### config.mk
export PLATFORM = sky130hd
export DESIGN_NAME = hack_cpu_core
export DESIGN_NICKNAME = d
export VERILOG_FILES = /design/src/rtl/hack_pkg.sv /design/src/rtl/alu.sv /design/src/rtl/hack_pc.sv /design/src/rtl/hack_cpu_core.sv
export SDC_FILE = /design/constraint.sdc
export NUM_CORES = 1
export LEC_CHECK = 0
export CAP_MARGIN = 20
export CORE_ASPECT_RATIO = 0.5
export CORE_UTILIZATION = 50
export CTS_CLUSTER_SIZE = 25
export DETAILED_ROUTE_END_ITERATION = 12
export GPL_TIMING_DRIVEN = 0
export PLACE_DENSITY = 0.81
export SLEW_MARGIN = 20
export SYNTH_ARGS = -nofsm -noshare
export SYNTH_HDL_FRONTEND = slang
export SYNTH_SLANG_ARGS = --single-unit
### constraint.sdc
create_clock -name clk -period 7 [get_ports clk]
set_clock_uncertainty 0.05 [all_clocks]
set_input_delay 1.4 -clock clk [delete_from_list [all_inputs] [get_ports clk]]
set_output_delay 1.4 -clock clk [all_outputs]
set_load 0.01 [all_outputs]
### src/rtl/hack_pkg.sv
// Shared types and constants for the Hack CPU core: FSM states, instruction
// field positions, jump-bit indices and the ALU function-code layout.
package hack_pkg;

  localparam int unsigned WORD_W = 16;
  localparam int unsigned ADDR_W = 15;

  // Instruction field bit positions
  localparam int unsigned IR_CI_BIT  = 15;
  localparam int unsigned IR_A_BIT   = 12;
  localparam int unsigned IR_FN_MSB  = 11;
  localparam int unsigned IR_FN_LSB  = 6;
  localparam int unsigned IR_D1_BIT  = 5;
  localparam int unsigned IR_D2_BIT  = 4;
  localparam int unsigned IR_D3_BIT  = 3;
  localparam int unsigned IR_JMP_MSB = 2;
  localparam int unsigned IR_JMP_LSB = 0;

  // Jump-bit indices within the 3-bit jump field, and the unconditional code
  localparam int unsigned JMP_LT_IDX = 2;
  localparam int unsigned JMP_EQ_IDX = 1;
  localparam int unsigned JMP_GT_IDX = 0;
  localparam logic [2:0]  JMP_ALWAYS = 3'b111;

  typedef enum logic [2:0] {
    ST_FETCH  = 3'd0,
    ST_EXEC   = 3'd1,
    ST_MREAD  = 3'd2,
    ST_MWRITE = 3'd3,
    ST_HALT   = 3'd4
  } state_e;

  // ALU control bits in instruction order (IR[11] down to IR[6])
  typedef struct packed {
    logic zx;
    logic nx;
    logic zy;
    logic ny;
    logic f;
    logic no;
  } alu_fn_t;

endpackage

### src/rtl/alu.sv
// Team Hack ALU: zero/negate each input, add or AND, optionally negate result.
module alu
  import hack_pkg::*;
(
  input  logic [WORD_W-1:0] x,
  input  logic [WORD_W-1:0] y,
  input  alu_fn_t           fn,
  output logic [WORD_W-1:0] out_c,
  output logic              zr_c,
  output logic              ng_c
);

  logic [WORD_W-1:0] xs;
  logic [WORD_W-1:0] ys;
  logic [WORD_W-1:0] res;

  // Operand preconditioning, function select and status flags
  always_comb begin
    xs = fn.zx ? '0 : x;
    if (fn.nx) xs = ~xs;
    ys = fn.zy ? '0 : y;
    if (fn.ny) ys = ~ys;
    res = fn.f ? (xs + ys) : (xs & ys);
    if (fn.no) res = ~res;
    out_c = res;
    zr_c  = (res == '0);
    ng_c  = res[WORD_W-1];
  end

endmodule

### src/rtl/hack_pc.sv
// Program counter register: parallel load, increment with natural 15-bit wrap.
module hack_pc
  import hack_pkg::*;
#(
  parameter logic [ADDR_W-1:0] RESET_PC = '0
) (
  input  logic              clk,
  input  logic              rst_n,
  input  logic              load,
  input  logic [ADDR_W-1:0] load_val,
  input  logic              inc,
  output logic [ADDR_W-1:0] pc
);

  logic [ADDR_W-1:0] pc_q;
  logic [ADDR_W-1:0] pc_d;

  // Load has priority over increment; otherwise hold
  always_comb begin
    pc_d = pc_q;
    if (load) begin
      pc_d = load_val;
    end else if (inc) begin
      pc_d = pc_q + ADDR_W'(1);
    end
  end

  // PC register
  always_ff @(posedge clk or negedge rst_n) begin
    if (!rst_n) begin
      pc_q <= RESET_PC;
    end else begin
      pc_q <= pc_d;
    end
  end

  assign pc = pc_q;

endmodule

### src/rtl/hack_cpu_core.sv
// Multi-cycle Hack CPU core with handshaked data memory.
// Optional: define HACK_HALT_DETECT_EN to stop the core on a tight
// unconditional jump loop (jump to pc or pc-1); otherwise halted is tied 0.
module hack_cpu_core
  import hack_pkg::*;
#(
  parameter logic [14:0] RESET_PC = 15'h0000
) (
  input  logic        clk,
  input  logic        rst_n,
  output logic [14:0] imem_addr,
  input  logic [15:0] imem_data,
  output logic [14:0] dmem_addr,
  output logic [15:0] dmem_wdata,
  output logic        dmem_re,
  output logic        dmem_we,
  input  logic [15:0] dmem_rdata,
  input  logic        dmem_ack,
  output logic [14:0] pc,
  output logic        halted
);

  state_e            state_q, state_d;
  logic [WORD_W-1:0] ir_q, ir_d;
  logic [WORD_W-1:0] areg_q, areg_d;
  logic [WORD_W-1:0] dreg_q, dreg_d;
  logic [WORD_W-1:0] wbuf_q, wbuf_d;
  logic [ADDR_W-1:0] waddr_q, waddr_d;
  logic [ADDR_W-1:0] dmem_addr_q, dmem_addr_d;
  logic              dmem_re_q, dmem_re_d;
  logic              dmem_we_q, dmem_we_d;

  logic              pc_load;
  logic              pc_inc;
  logic              commit;
  logic [WORD_W-1:0] alu_y;
  logic [WORD_W-1:0] alu_out;
  logic              alu_zr;
  logic              alu_ng;
  alu_fn_t           alu_fn;
  logic [2:0]        jmp_bits;
  logic              jump_hit;

  // Instruction decode and ALU operand select (M is the read data on the ack cycle)
  assign alu_fn   = alu_fn_t'(ir_q[IR_FN_MSB:IR_FN_LSB]);
  assign jmp_bits = ir_q[IR_JMP_MSB:IR_JMP_LSB];
  assign alu_y    = ir_q[IR_A_BIT] ? dmem_rdata : areg_q;
  assign jump_hit = (jmp_bits[JMP_LT_IDX] & alu_ng) |
                    (jmp_bits[JMP_EQ_IDX] & alu_zr) |
                    (jmp_bits[JMP_GT_IDX] & ~alu_ng & ~alu_zr);

  alu u_alu (
    .x     (dreg_q),
    .y     (alu_y),
    .fn    (alu_fn),
    .out_c (alu_out),
    .zr_c  (alu_zr),
    .ng_c  (alu_ng)
  );

  hack_pc #(
    .RESET_PC (RESET_PC)
  ) u_pc (
    .clk      (clk),
    .rst_n    (rst_n),
    .load     (pc_load),
    .load_val (areg_q[ADDR_W-1:0]),
    .inc      (pc_inc),
    .pc       (pc)
  );

  // Next-state, register updates and bus-output staging
  always_comb begin
    state_d = state_q;
    ir_d    = ir_q;
    areg_d  = areg_q;
    dreg_d  = dreg_q;
    wbuf_d  = wbuf_q;
    waddr_d = waddr_q;
    pc_load = 1'b0;
    pc_inc  = 1'b0;
    commit  = 1'b0;

    case (state_q)
      ST_FETCH: begin
        ir_d    = imem_data;
        state_d = ST_EXEC;
      end
      ST_EXEC: begin
        if (!ir_q[IR_CI_BIT]) begin
          areg_d  = {1'b0, ir_q[IR_CI_BIT-1:0]};
          pc_inc  = 1'b1;
          state_d = ST_FETCH;
        end else if (ir_q[IR_A_BIT]) begin
          state_d = ST_MREAD;
        end else begin
          commit = 1'b1;
        end
      end
      ST_MREAD: begin
        if (dmem_ack) commit = 1'b1;
      end
      ST_MWRITE: begin
        if (dmem_ack) state_d = ST_FETCH;
      end
      ST_HALT: begin
        state_d = ST_HALT;
      end
      default: begin
        state_d = ST_FETCH;
      end
    endcase

    // Commit uses the pre-update A for both jump target and write address
    if (commit) begin
      if (ir_q[IR_D1_BIT]) areg_d = alu_out;
      if (ir_q[IR_D2_BIT]) dreg_d = alu_out;
      pc_load = jump_hit;
      pc_inc  = ~jump_hit;
      if (ir_q[IR_D3_BIT]) begin
        wbuf_d  = alu_out;
        waddr_d = areg_q[ADDR_W-1:0];
        state_d = ST_MWRITE;
      end else begin
        state_d = ST_FETCH;
      end
`ifdef HACK_HALT_DETECT_EN
      // Tight self-loop: freeze pc where it is and stop
      if ((jmp_bits == JMP_ALWAYS) &&
          ((areg_q[ADDR_W-1:0] == pc) ||
           (areg_q[ADDR_W-1:0] == (pc - ADDR_W'(1))))) begin
        pc_load = 1'b0;
        pc_inc  = 1'b0;
        state_d = ST_HALT;
      end
`endif
    end
  end

  // Bus outputs are registered from the state being entered
  always_comb begin
    dmem_re_d   = (state_d == ST_MREAD);
    dmem_we_d   = (state_d == ST_MWRITE);
    dmem_addr_d = dmem_addr_q;
    if (state_d == ST_MREAD) begin
      dmem_addr_d = areg_d[ADDR_W-1:0];
    end else if (state_d == ST_MWRITE) begin
      dmem_addr_d = waddr_d;
    end
  end

  // Core state registers
  always_ff @(posedge clk or negedge rst_n) begin
    if (!rst_n) begin
      state_q     <= ST_FETCH;
      ir_q        <= '0;
      areg_q      <= '0;
      dreg_q      <= '0;
      wbuf_q      <= '0;
      waddr_q     <= '0;
      dmem_addr_q <= '0;
      dmem_re_q   <= 1'b0;
      dmem_we_q   <= 1'b0;
    end else begin
      state_q     <= state_d;
      ir_q        <= ir_d;
      areg_q      <= areg_d;
      dreg_q      <= dreg_d;
      wbuf_q      <= wbuf_d;
      waddr_q     <= waddr_d;
      dmem_addr_q <= dmem_addr_d;
      dmem_re_q   <= dmem_re_d;
      dmem_we_q   <= dmem_we_d;
    end
  end

`ifdef HACK_HALT_DETECT_EN
  logic halted_q;
  logic halted_d;

  // Halt flag follows entry into the halt state
  always_comb begin
    halted_d = (state_d == ST_HALT);
  end

  // Halt flag register
  always_ff @(posedge clk or negedge rst_n) begin
    if (!rst_n) begin
      halted_q <= 1'b0;
    end else begin
      halted_q <= halted_d;
    end
  end

  assign halted = halted_q;
`else
  assign halted = 1'b0;
`endif

  assign imem_addr  = pc;
  assign dmem_addr  = dmem_addr_q;
  assign dmem_wdata = wbuf_q;
  assign dmem_re    = dmem_re_q;
  assign dmem_we    = dmem_we_q;

endmodule
==> impl_summary.txt, run 1 <==
----------------------------------------------------
[Setup path]
  Worst setup path class ... primary input to register
  Type of element launching the critical path ... primary input
  Arrival time at the worst endpoint ... 6.61 ns
  Data required time of the critical path ... 7.21 ns
  Critical path fanouts, max ... 6
  Crit. End Element ... register

[Worst hold path]
  Min-Delay Path Class ... register to register

[Global routing]
  Pin count of the biggest net entering global routing ... 78
  Via count of the first global-routing pass ... 6148
  Wire length of the first global-routing pass ... 33.8 mm
  Met2 demand-to-capacity share in global routing ... 48.0%
  Met3 global-route usage ... 8.08%
  Met1 layer usage reported by global route ... 40.6%
  Global routing's busiest layer ... met2
  Initial antenna violation count ... 0
  All-Layer GR Usage ... 30.4%
  Gr ovfl total ... 0

[Detailed routing]
  Total length of routed wires ... 21.5 mm
  Antenna violation net count after detailed routing ... 0
  DRC marker count from the first detailed-route iteration ... 633
  Total number of vias ... 6476
  WL per Instance ... 19.9 um
  Via/cell ratio ... 5.97
  DRC violation count after routing ... 0
  Pre-Repair DR Iteration Count ... 7

[Synthesis]
  Post-synth EDFFs ... 0
  Count of state elements after synthesis ... 114
  Largest cells by area after synthesis ... sky130_fd_sc_hd__dfrtp_1 40%, sky130_fd_sc_hd__mux2i_1 5.5%, sky130_fd_sc_hd__nand2_1 5.1%
  Post-synth design cell area ... 7040 sq um
  Most area-hungry cell type in the Yosys netlist ... sky130_fd_sc_hd__dfrtp_1
  Synth async-reset ratio ... 100%
  Register area share after synthesis ... 40.5%
  Synthesis Warnings ... 0
  Average size of a mapped cell ... 9.23 sq um
  Top flip-flop cell by instance count after synthesis ... sky130_fd_sc_hd__dfrtp_1
  Total nets after synthesis ... 816
  Number of instances in the synthesized netlist ... 763
  Synth unique cells ... 76
  Share of the synthesized area in the top cell type ... 40.5%

[Cells and area]
  Layout-stage area growth over the synthesis result ... 26.6%
  Layout filler cell count ... 1063
  Number of antenna diodes ... 0
  Final #Nets ... 933
  FF/Latch Area ... 2850 sq um
  Share of layout cells above drive strength 1 ... 11.0%
  Area used by multi-input combinational logic ... 3830 sq um

[Timing]
  Final critical delay including setup and external delays ... 6.40 ns
  Final-report hold violation count ... 0
  RSZ-0062 raised after global routing ... false
  Summed negative setup slack over all endpoints ... 0 ns
  Final worst-path cycle share ... 91.4%
  Slew Limit Fails ... 0
  Tightest Pin Transition ... 1.02 ns
  Achievable clock frequency ... 0.156 GHz
  Final count of negative-setup-slack endpoints ... 0
  Rel. slew slack ... 31.1%

[CTS]
  Number of sinks driven by the clock tree ... 114
  CTS buffer count ... 17
  Hold-fix buffers, CTS ... 0
  Clock edge transition at the registers on the reported setup and hold paths ... 0.06 ns
  Maximum clock insertion buffer count ... 2
  Cell at the root of the clock tree ... sky130_fd_sc_hd__clkbuf_16
  Insertion delay of the later-clocked pin in the worst-skew pair ... 0.42 ns
  CTS tree ... built
  Number of instances resized during post-cts repair ... 0
  Maximum level of the CTS H-tree ... 4
  Post-CTS setup buffers ... 0

[Floorplanning]
  Core footprint ... 13700 sq um
  Die outline area ... 14600 sq um
  # IOs ... 99
  Initial core utilization ... 51.6%
  Vertical die dimension ... 85.9 um
  Horizontal die dimension ... 170 um
  Core Rows ... 30

[Place]
  Routability congestion estimate from global placement ... 0.965
  Port Buffer Count ... 97
  HPWL reported at the end of detailed placement ... 15.2 mm

[Flow run]
  Maximum capacitance violations ... 0

[Run status]
  Result of the run ... finished clean

----------------------------------------------------
critical path, cell delays in order:
cell and delay (ns):
sky130_fd_sc_hd__clkdlybuf4s50_1 0.46, sky130_fd_sc_hd__mux2i_1 0.08, sky130_fd_sc_hd__nor2_1 0.16, sky130_fd_sc_hd__xor2_1 0.27, sky130_fd_sc_hd__ha_1 0.30, sky130_fd_sc_hd__inv_1 0.08, sky130_fd_sc_hd__fa_1 0.44, sky130_fd_sc_hd__nor2b_4 0.15
sky130_fd_sc_hd__o31ai_2 0.10, sky130_fd_sc_hd__and3b_1 0.19, sky130_fd_sc_hd__o31a_1 0.33, sky130_fd_sc_hd__or4_1 0.50, sky130_fd_sc_hd__a2111o_1 0.47, sky130_fd_sc_hd__or4_4 0.46, sky130_fd_sc_hd__o211ai_1 0.22, sky130_fd_sc_hd__o221ai_1 0.21
sky130_fd_sc_hd__o21ai_0 0.59, sky130_fd_sc_hd__a41oi_1 0.21
path summary, 6_finish.rpt:
path	start	endpoint	slack (ns)	cells past startpoint
worst max-delay path	dmem_rdata[0]	u_pc.pc[11]$_DFFE_PN0P_	0.60	18
worst max register to register	ir_q[12]$_DFFE_PN0N_	u_pc.pc[11]$_DFFE_PN0P_	0.60	17
min in group asynchronous	rst_n	dreg_q[2]$_DFFE_PN0P_	0.84	1
worst min-delay path	dreg_q[0]$_DFFE_PN0P_	dreg_q[0]$_DFFE_PN0P_	0.44	2
max in group asynchronous	rst_n	areg_q[10]$_DFF_PN0_	5.36	2
worst min register to register	dreg_q[0]$_DFFE_PN0P_	dreg_q[0]$_DFFE_PN0P_	0.44	2
flip-flops by register name, summed over array words and instances, names as in the netlist:
name        cells
waddr_q        15
areg_q         16
dmem_wdata     16
ir_q           16
dreg_q         16
u_pc.pc        15
state_q         3
dmem_we         1
dmem_addr      15
dmem_re         1
metal layers:
layer,wire length (um),up-vias
met2,9860,349
met1,9120,3149
met3,2040,49
met4,483,2
met5,24,-
li1,-,2927
synth_stat cells, types with 13 or more instances:
cell / count
sky130_fd_sc_hd__nand3_1: 18
sky130_fd_sc_hd__and3_1: 21
sky130_fd_sc_hd__mux2i_1: 39
sky130_fd_sc_hd__nand2_1: 96
sky130_fd_sc_hd__nor3_1: 15
sky130_fd_sc_hd__inv_1: 13
sky130_fd_sc_hd__a21oi_1: 48
sky130_fd_sc_hd__xnor2_1: 33
sky130_fd_sc_hd__clkbuf_1: 35
sky130_fd_sc_hd__buf_4: 16
sky130_fd_sc_hd__nand2b_1: 18
sky130_fd_sc_hd__nor2_1: 50
sky130_fd_sc_hd__dfrtp_1: 114
sky130_fd_sc_hd__xor2_1: 18
sky130_fd_sc_hd__o21ai_0: 59
sky130_fd_sc_hd__mux2_2: 29
sky130_fd_sc_hd__ha_1: 17
through the flow:
stage	cell area [sq um]	hold slack, ns	worst slack (ns)	instances	utilization, %
2_1_floorplan	7040	0.401	1.30	763	-
3_3_place_gp	8260	0.412	0.270	1052	60.4
3_5_place_dp	8280	0.424	0.302	1053	60.6
4_1_cts	8920	0.435	0.689	1084	65.3
5_1_grt	8920	0.457	0.468	1084	65.3
6_report	8920	0.438	0.600	1084	65.3
cells in the final DEF (no fill, tap or decap), types with 5 or more instances in the layout:
master / n
sky130_fd_sc_hd__xnor2_1: 33
sky130_fd_sc_hd__clkbuf_16: 17
sky130_fd_sc_hd__buf_4: 16
sky130_fd_sc_hd__o22a_1: 5
sky130_fd_sc_hd__mux2_4: 5
sky130_fd_sc_hd__nand4_1: 5
sky130_fd_sc_hd__nor2_1: 50
sky130_fd_sc_hd__dfrtp_1: 114
sky130_fd_sc_hd__buf_1: 7
sky130_fd_sc_hd__nor2b_1: 7
sky130_fd_sc_hd__or3_1: 7
sky130_fd_sc_hd__inv_1: 13
sky130_fd_sc_hd__xor2_1: 18
sky130_fd_sc_hd__mux2_2: 29
sky130_fd_sc_hd__ha_1: 17
sky130_fd_sc_hd__o21ai_0: 59
sky130_fd_sc_hd__a31oi_1: 7
sky130_fd_sc_hd__a21o_1: 6
sky130_fd_sc_hd__clkbuf_1: 36
sky130_fd_sc_hd__clkdlybuf4s50_1: 96
sky130_fd_sc_hd__mux2i_1: 39
sky130_fd_sc_hd__a21oi_1: 48
sky130_fd_sc_hd__nand3_1: 18
sky130_fd_sc_hd__nand2_1: 96
sky130_fd_sc_hd__and3_1: 21
sky130_fd_sc_hd__nor3_1: 15
sky130_fd_sc_hd__nand2b_1: 18
logic make-up (layout without fill, tap and decap cells):
logic type	count (synthesis)	count (layout)	share of synthesized area, %
fa+ha+maj	18	18	3.30
simple gates	256	256	17.4
mux	73	73	11.2
compound gates	175	175	16.0
other cells	1	1	0.0532
buf+inv	75	204	5.15
xor+xnor	51	51	6.34
flops	114	114	40.5
cell type report:
type | instances | share of cell area [%]
buffer | 62 | 3.52
clock buffer | 22 | 5.43
clock inverter | 9 | 1.71
inverter | 13 | 0.547
multi-input combinational | 574 | 42.9
sequential | 114 | 32.0
tap | 192 | 2.69
timing repair buffer | 98 | 11.2
Power of run 1 is not shown: default switching activity piles up to over one toggle a cycle in this logic, so the estimate is an artifact.
==> run 2: changes to the inputs <==
--- a/config.mk
+++ b/config.mk
@@ -10,8 +10,9 @@
 export CORE_UTILIZATION = 50
 export CTS_CLUSTER_SIZE = 25
 export DETAILED_ROUTE_END_ITERATION = 12
+export DONT_BUFFER_PORTS = 1
 export GPL_TIMING_DRIVEN = 0
-export PLACE_DENSITY = 0.81
+export PLACE_DENSITY = 0.72
 export SLEW_MARGIN = 20
 export SYNTH_ARGS = -nofsm -noshare
 export SYNTH_HDL_FRONTEND = slang
==> impl_summary.txt, run 2 (synthesized netlist as in run 1, its figures left out) <==
----------------------------------------------------
[Setup path]
  Arrival time at the worst endpoint ... 6.40 ns
  Worst setup path class ... register to register
  Crit. End Element ... register
  Count of cells along the worst register-to-register path ... 17
  Type of element launching the critical path ... register
  Worst reg2reg setup slack ... 0.86 ns
  Critical path fanouts, max ... 10
  Data required time of the critical path ... 7.26 ns

[CTS]
  Insertion delay of the later-clocked pin in the worst-skew pair ... 0.42 ns
  Cell at the root of the clock tree ... sky130_fd_sc_hd__clkbuf_16
  Number of instances resized during post-cts repair ... 0
  CTS buffer count ... 17
  Maximum clock insertion buffer count ... 2
  CTS tree ... built
  Maximum level of the CTS H-tree ... 4
  Hold-fix buffers, CTS ... 0
  Post-CTS setup buffers ... 0
  Number of sinks driven by the clock tree ... 114
  Clock edge transition at the registers on the reported setup and hold paths ... 0.06 ns

[Timing]
  Final-report hold violation count ... 0
  Summed negative setup slack over all endpoints ... 0 ns
  Setup slack after layout ... 0.858 ns
  Slew Limit Fails ... 0
  Achievable clock frequency ... 0.163 GHz
  Rel. slew slack ... 28.8%
  Final critical delay including setup and external delays ... 6.14 ns
  Final count of negative-setup-slack endpoints ... 0
  Final worst-path cycle share ... 87.7%
  Worst hold slack ... 0.433 ns
  Tightest Pin Transition ... 1.06 ns
  RSZ-0062 raised after global routing ... false

[Place]
  Routability congestion estimate from global placement ... 0.910
  Post-Place Worst Slack ... 0.723 ns
  Port Buffer Count ... 0
  HPWL reported at the end of detailed placement ... 14.4 mm
  Total placed instance area ... 7290 sq um

[Detailed routing]
  Total length of routed wires ... 20.0 mm
  DRC marker count from the first detailed-route iteration ... 505
  Total number of vias ... 5942
  Antenna violation net count after detailed routing ... 0
  Pre-Repair DR Iteration Count ... 6
  Via/cell ratio ... 6.01
  DRC violation count after routing ... 0
  WL per Instance ... 20.2 um

[Floorplanning]
  Vertical die dimension ... 85.9 um
  # IOs ... 99
  Die outline area ... 14600 sq um
  Core footprint ... 13700 sq um
  Horizontal die dimension ... 170 um
  Core Rows ... 30
  Initial core utilization ... 51.6%

[Run status]
  Result of the run ... finished clean

[Global routing]
  Pin count of the biggest net entering global routing ... 115
  Wire length of the first global-routing pass ... 31.1 mm
  Via count of the first global-routing pass ... 5652
  All-Layer GR Usage ... 28.3%
  Gr ovfl total ... 0
  Initial antenna violation count ... 0

[Worst hold path]
  Hold depth ... 2
  Min-Delay Path Class ... register to register

[Cells and area]
  Commonest non-fill, non-tap cell in the layout ... sky130_fd_sc_hd__dfrtp_1
  Final #Nets ... 835
  Share of layout cells above drive strength 1 ... 12.5%
  Most used cells in the layout excluding fill and tap cells ... 114 x sky130_fd_sc_hd__dfrtp_1, 96 x sky130_fd_sc_hd__nand2_1, 59 x sky130_fd_sc_hd__o21ai_0, 50 x sky130_fd_sc_hd__nor2_1, 48 x sky130_fd_sc_hd__a21oi_1
  Cell area after layout ... 7870 sq um
  Layout-stage area growth over the synthesis result ... 11.7%

[Flow run]
  Maximum capacitance violations ... 0

----------------------------------------------------
run 2: routing by layer:
layer  global-route usage [%]  vias to the layer above  part of all wire [%]
met1                     38.2                     2884                    44
met4                     13.3                        0                   3.1
met2                     43.3                      276                    44
li1                         -                     2729                     -
met3                     6.69                       53                   8.7
met5                        0                        -                     0
run 2: final cells by class:
class                      instances  area, sq um
multi-input combinational        574         3840
inverter                          13         48.8
clock buffer                      19          443
tap                              192          240
antenna                            1         2.50
sequential                       114         2850
fill                            1184         5800
buffer                            62          314
clock inverter                    13          125
run 2: critical path, stage by stage (launching register included):
cell and delay [ns]:
sky130_fd_sc_hd__dfrtp_1 0.35, sky130_fd_sc_hd__clkbuf_1 0.57, sky130_fd_sc_hd__buf_1 0.60, sky130_fd_sc_hd__mux2i_1 0.29, sky130_fd_sc_hd__nor2_1 0.09, sky130_fd_sc_hd__xor2_1 0.18, sky130_fd_sc_hd__ha_1 0.44, sky130_fd_sc_hd__a21oi_1 0.15
sky130_fd_sc_hd__o21ai_0 0.31, sky130_fd_sc_hd__a211oi_1 0.08, sky130_fd_sc_hd__nand4bb_1 0.20, sky130_fd_sc_hd__a311oi_1 0.86, sky130_fd_sc_hd__nand2_1 0.12, sky130_fd_sc_hd__or4_4 0.52, sky130_fd_sc_hd__or2_1 0.26, sky130_fd_sc_hd__o221ai_1 0.30
sky130_fd_sc_hd__o21ai_0 0.29, sky130_fd_sc_hd__a221o_1 0.38
run 2: through the flow:
step / instances / utilization (%)
floorplan: 763 / -
global placement: 955 / 53.3
detailed placement: 955 / 53.4
CTS: 987 / 57.5
global route: 987 / 57.6
finish: 988 / 57.6
run 2: path summary, 6_finish.rpt:
path,start,end
worst max-delay path,ir_q[12]$_DFFE_PN0N_,u_pc.pc[1]$_DFFE_PN0P_
worst min-delay path,dreg_q[14]$_DFFE_PN0P_,dreg_q[14]$_DFFE_PN0P_
worst max register to register,ir_q[12]$_DFFE_PN0N_,u_pc.pc[1]$_DFFE_PN0P_
worst min register to register,dreg_q[14]$_DFFE_PN0P_,dreg_q[14]$_DFFE_PN0P_
max in group asynchronous,rst_n,waddr_q[0]$_DFF_PN0_
min in group asynchronous,rst_n,dmem_wdata[1]$_DFFE_PN0P_
Power of run 2 is left out for the same reason.
==> run 3: changes to the inputs <==
--- a/config.mk
+++ b/config.mk
@@ -7,12 +7,13 @@
 export LEC_CHECK = 0
 export CAP_MARGIN = 20
 export CORE_ASPECT_RATIO = 0.5
-export CORE_UTILIZATION = 50
+export CORE_MARGIN = 4
+export CORE_UTILIZATION = 45
 export CTS_CLUSTER_SIZE = 25
 export DETAILED_ROUTE_END_ITERATION = 12
 export DONT_BUFFER_PORTS = 1
 export GPL_TIMING_DRIVEN = 0
-export PLACE_DENSITY = 0.72
+export PLACE_DENSITY = 0.67
 export SLEW_MARGIN = 20
 export SYNTH_ARGS = -nofsm -noshare
 export SYNTH_HDL_FRONTEND = slang
==> impl_summary.txt, run 3 (synthesized netlist as in run 1, its figures left out) <==
----------------------------------------------------
[Detailed routing]
  DRC marker count from the first detailed-route iteration ... 420
  Antenna violation net count after detailed routing ... 0
  WL per Instance ... 20.3 um
  Via/cell ratio ... 5.88
  DRC violation count after routing ... 0
  Pre-Repair DR Iteration Count ... 6
  Total length of routed wires ... 20.1 mm
  Total number of vias ... 5839

[Run status]
  Result of the run ... finished clean

[CTS]
  Maximum clock insertion buffer count ... 2
  Number of sinks driven by the clock tree ... 114
  Hold-fix buffers, CTS ... 0
  Cell at the root of the clock tree ... sky130_fd_sc_hd__clkbuf_16
  Post-CTS setup buffers ... 0
  Number of instances resized during post-cts repair ... 0
  CTS buffer count ... 17
  CTS tree ... built
  Insertion delay of the later-clocked pin in the worst-skew pair ... 0.42 ns
  Clock edge transition at the registers on the reported setup and hold paths ... 0.06 ns
  Maximum level of the CTS H-tree ... 4

[Worst hold path]
  Min-Delay Path Class ... register to register
  Hold depth ... 2

[Cells and area]
  Layout filler cell count ... 1366
  Share of layout cells above drive strength 1 ... 12.5%
  Number of antenna diodes ... 0
  Most used cells in the layout excluding fill and tap cells ... 114 x sky130_fd_sc_hd__dfrtp_1, 96 x sky130_fd_sc_hd__nand2_1, 59 x sky130_fd_sc_hd__o21ai_0, 50 x sky130_fd_sc_hd__nor2_1, 48 x sky130_fd_sc_hd__a21oi_1
  Commonest non-fill, non-tap cell in the layout ... sky130_fd_sc_hd__dfrtp_1
  Final #Nets ... 835
  Layout-stage area growth over the synthesis result ... 12.8%

[Timing]
  Rel. slew slack ... 16.7%
  Final count of negative-setup-slack endpoints ... 0
  Final critical delay including setup and external delays ... 6.33 ns
  Slew Limit Fails ... 0
  Tightest Pin Transition ... 1.24 ns
  Summed negative setup slack over all endpoints ... 0 ns
  Achievable clock frequency ... 0.158 GHz
  Final worst-path cycle share ... 90.5%
  RSZ-0062 raised after global routing ... false
  Final-report hold violation count ... 0

[Global routing]
  Initial antenna violation count ... 1
  Via count of the first global-routing pass ... 5437
  All-Layer GR Usage ... 22.8%
  Gr ovfl total ... 0
  Pin count of the biggest net entering global routing ... 115
  Wire length of the first global-routing pass ... 30.9 mm
  Met2 demand-to-capacity share in global routing ... 35.9%
  Global routing's busiest layer ... met2
  Met1 layer usage reported by global route ... 31.9%
  Met3 global-route usage ... 5.80%

[Setup path]
  Critical path fanouts, max ... 10
  Worst setup path class ... register to register
  Type of element launching the critical path ... register
  Arrival time at the worst endpoint ... 6.61 ns
  Crit. End Element ... register
  Count of cells along the worst register-to-register path ... 19
  Data required time of the critical path ... 7.28 ns

[Floorplanning]
  Core footprint ... 14900 sq um
  Die outline area ... 17800 sq um
  Core Rows ... 31
  Vertical die dimension ... 96.5 um
  Horizontal die dimension ... 185 um
  # IOs ... 99
  Initial core utilization ... 47.3%

[Place]
  HPWL reported at the end of detailed placement ... 14.9 mm
  Routability congestion estimate from global placement ... 0.974
  Port Buffer Count ... 0

[Flow run]
  Maximum capacitance violations ... 0

----------------------------------------------------
run 3: area by class of cell:
class | count | area (sq um) | area share, %
buffer | 62 | 314 | 3.95
clock buffer | 17 | 425 | 5.36
clock inverter | 15 | 219 | 2.76
tap | 198 | 248 | 3.12
sequential | 114 | 2850 | 35.9
multi-input combinational | 574 | 3830 | 48.3
inverter | 13 | 48.8 | 0.614
run 3: metrics by stage:
stage	cells	util (%)	worst slack [ns]	cell area, sq um	hold slack [ns]
floorplan	763	-	1.30	7040	0.401
global placement	961	49.0	0.729	7290	0.413
detailed placement	961	49.0	0.873	7300	0.423
CTS	993	53.3	0.881	7940	0.435
global route	993	53.3	0.465	7940	0.452
finish	993	53.3	0.667	7940	0.436
run 3: critical path, cell delays in order (launching register included):
cell and delay (ns):
sky130_fd_sc_hd__dfrtp_1 0.36, sky130_fd_sc_hd__clkbuf_1 0.56, sky130_fd_sc_hd__buf_1 0.59, sky130_fd_sc_hd__mux2i_1 0.25, sky130_fd_sc_hd__nor2_1 0.07, sky130_fd_sc_hd__xor2_1 0.18
sky130_fd_sc_hd__ha_1 0.45, sky130_fd_sc_hd__a21oi_1 0.16, sky130_fd_sc_hd__o21ai_0 0.34, sky130_fd_sc_hd__a211oi_1 0.08, sky130_fd_sc_hd__nand4bb_1 0.22, sky130_fd_sc_hd__a311oi_1 0.99
sky130_fd_sc_hd__nand2_1 0.14, sky130_fd_sc_hd__or4_4 0.54, sky130_fd_sc_hd__or2_1 0.26, sky130_fd_sc_hd__o221a_1 0.29, sky130_fd_sc_hd__buf_6 0.16, sky130_fd_sc_hd__buf_8 0.14
sky130_fd_sc_hd__nor3b_1 0.15, sky130_fd_sc_hd__a311oi_2 0.24
run 3: layer usage:
metal	wire [um]	part of all wire, %
met1	9370	47
met2	9110	45
met3	1300	6.5
met4	337	1.7
met5	19	0.094
run 3: worst paths after layout:
| path | slack, ns | start | endpoint |
|---|---|---|---|
| setup reg to reg | 0.67 | ir_q[12]$_DFFE_PN0N_ | u_pc.pc[5]$_DFFE_PN0P_ |
| setup / recovery | 0.67 | ir_q[12]$_DFFE_PN0N_ | u_pc.pc[5]$_DFFE_PN0P_ |
| hold reg to reg | 0.44 | dreg_q[3]$_DFFE_PN0P_ | dreg_q[3]$_DFFE_PN0P_ |
| max in group asynchronous | 6.08 | rst_n | dreg_q[11]$_DFFE_PN0P_ |
| min in group asynchronous | 0.62 | rst_n | u_pc.pc[10]$_DFFE_PN0P_ |
| hold / removal | 0.44 | dreg_q[3]$_DFFE_PN0P_ | dreg_q[3]$_DFFE_PN0P_ |
Power of run 3 is left out for the same reason.
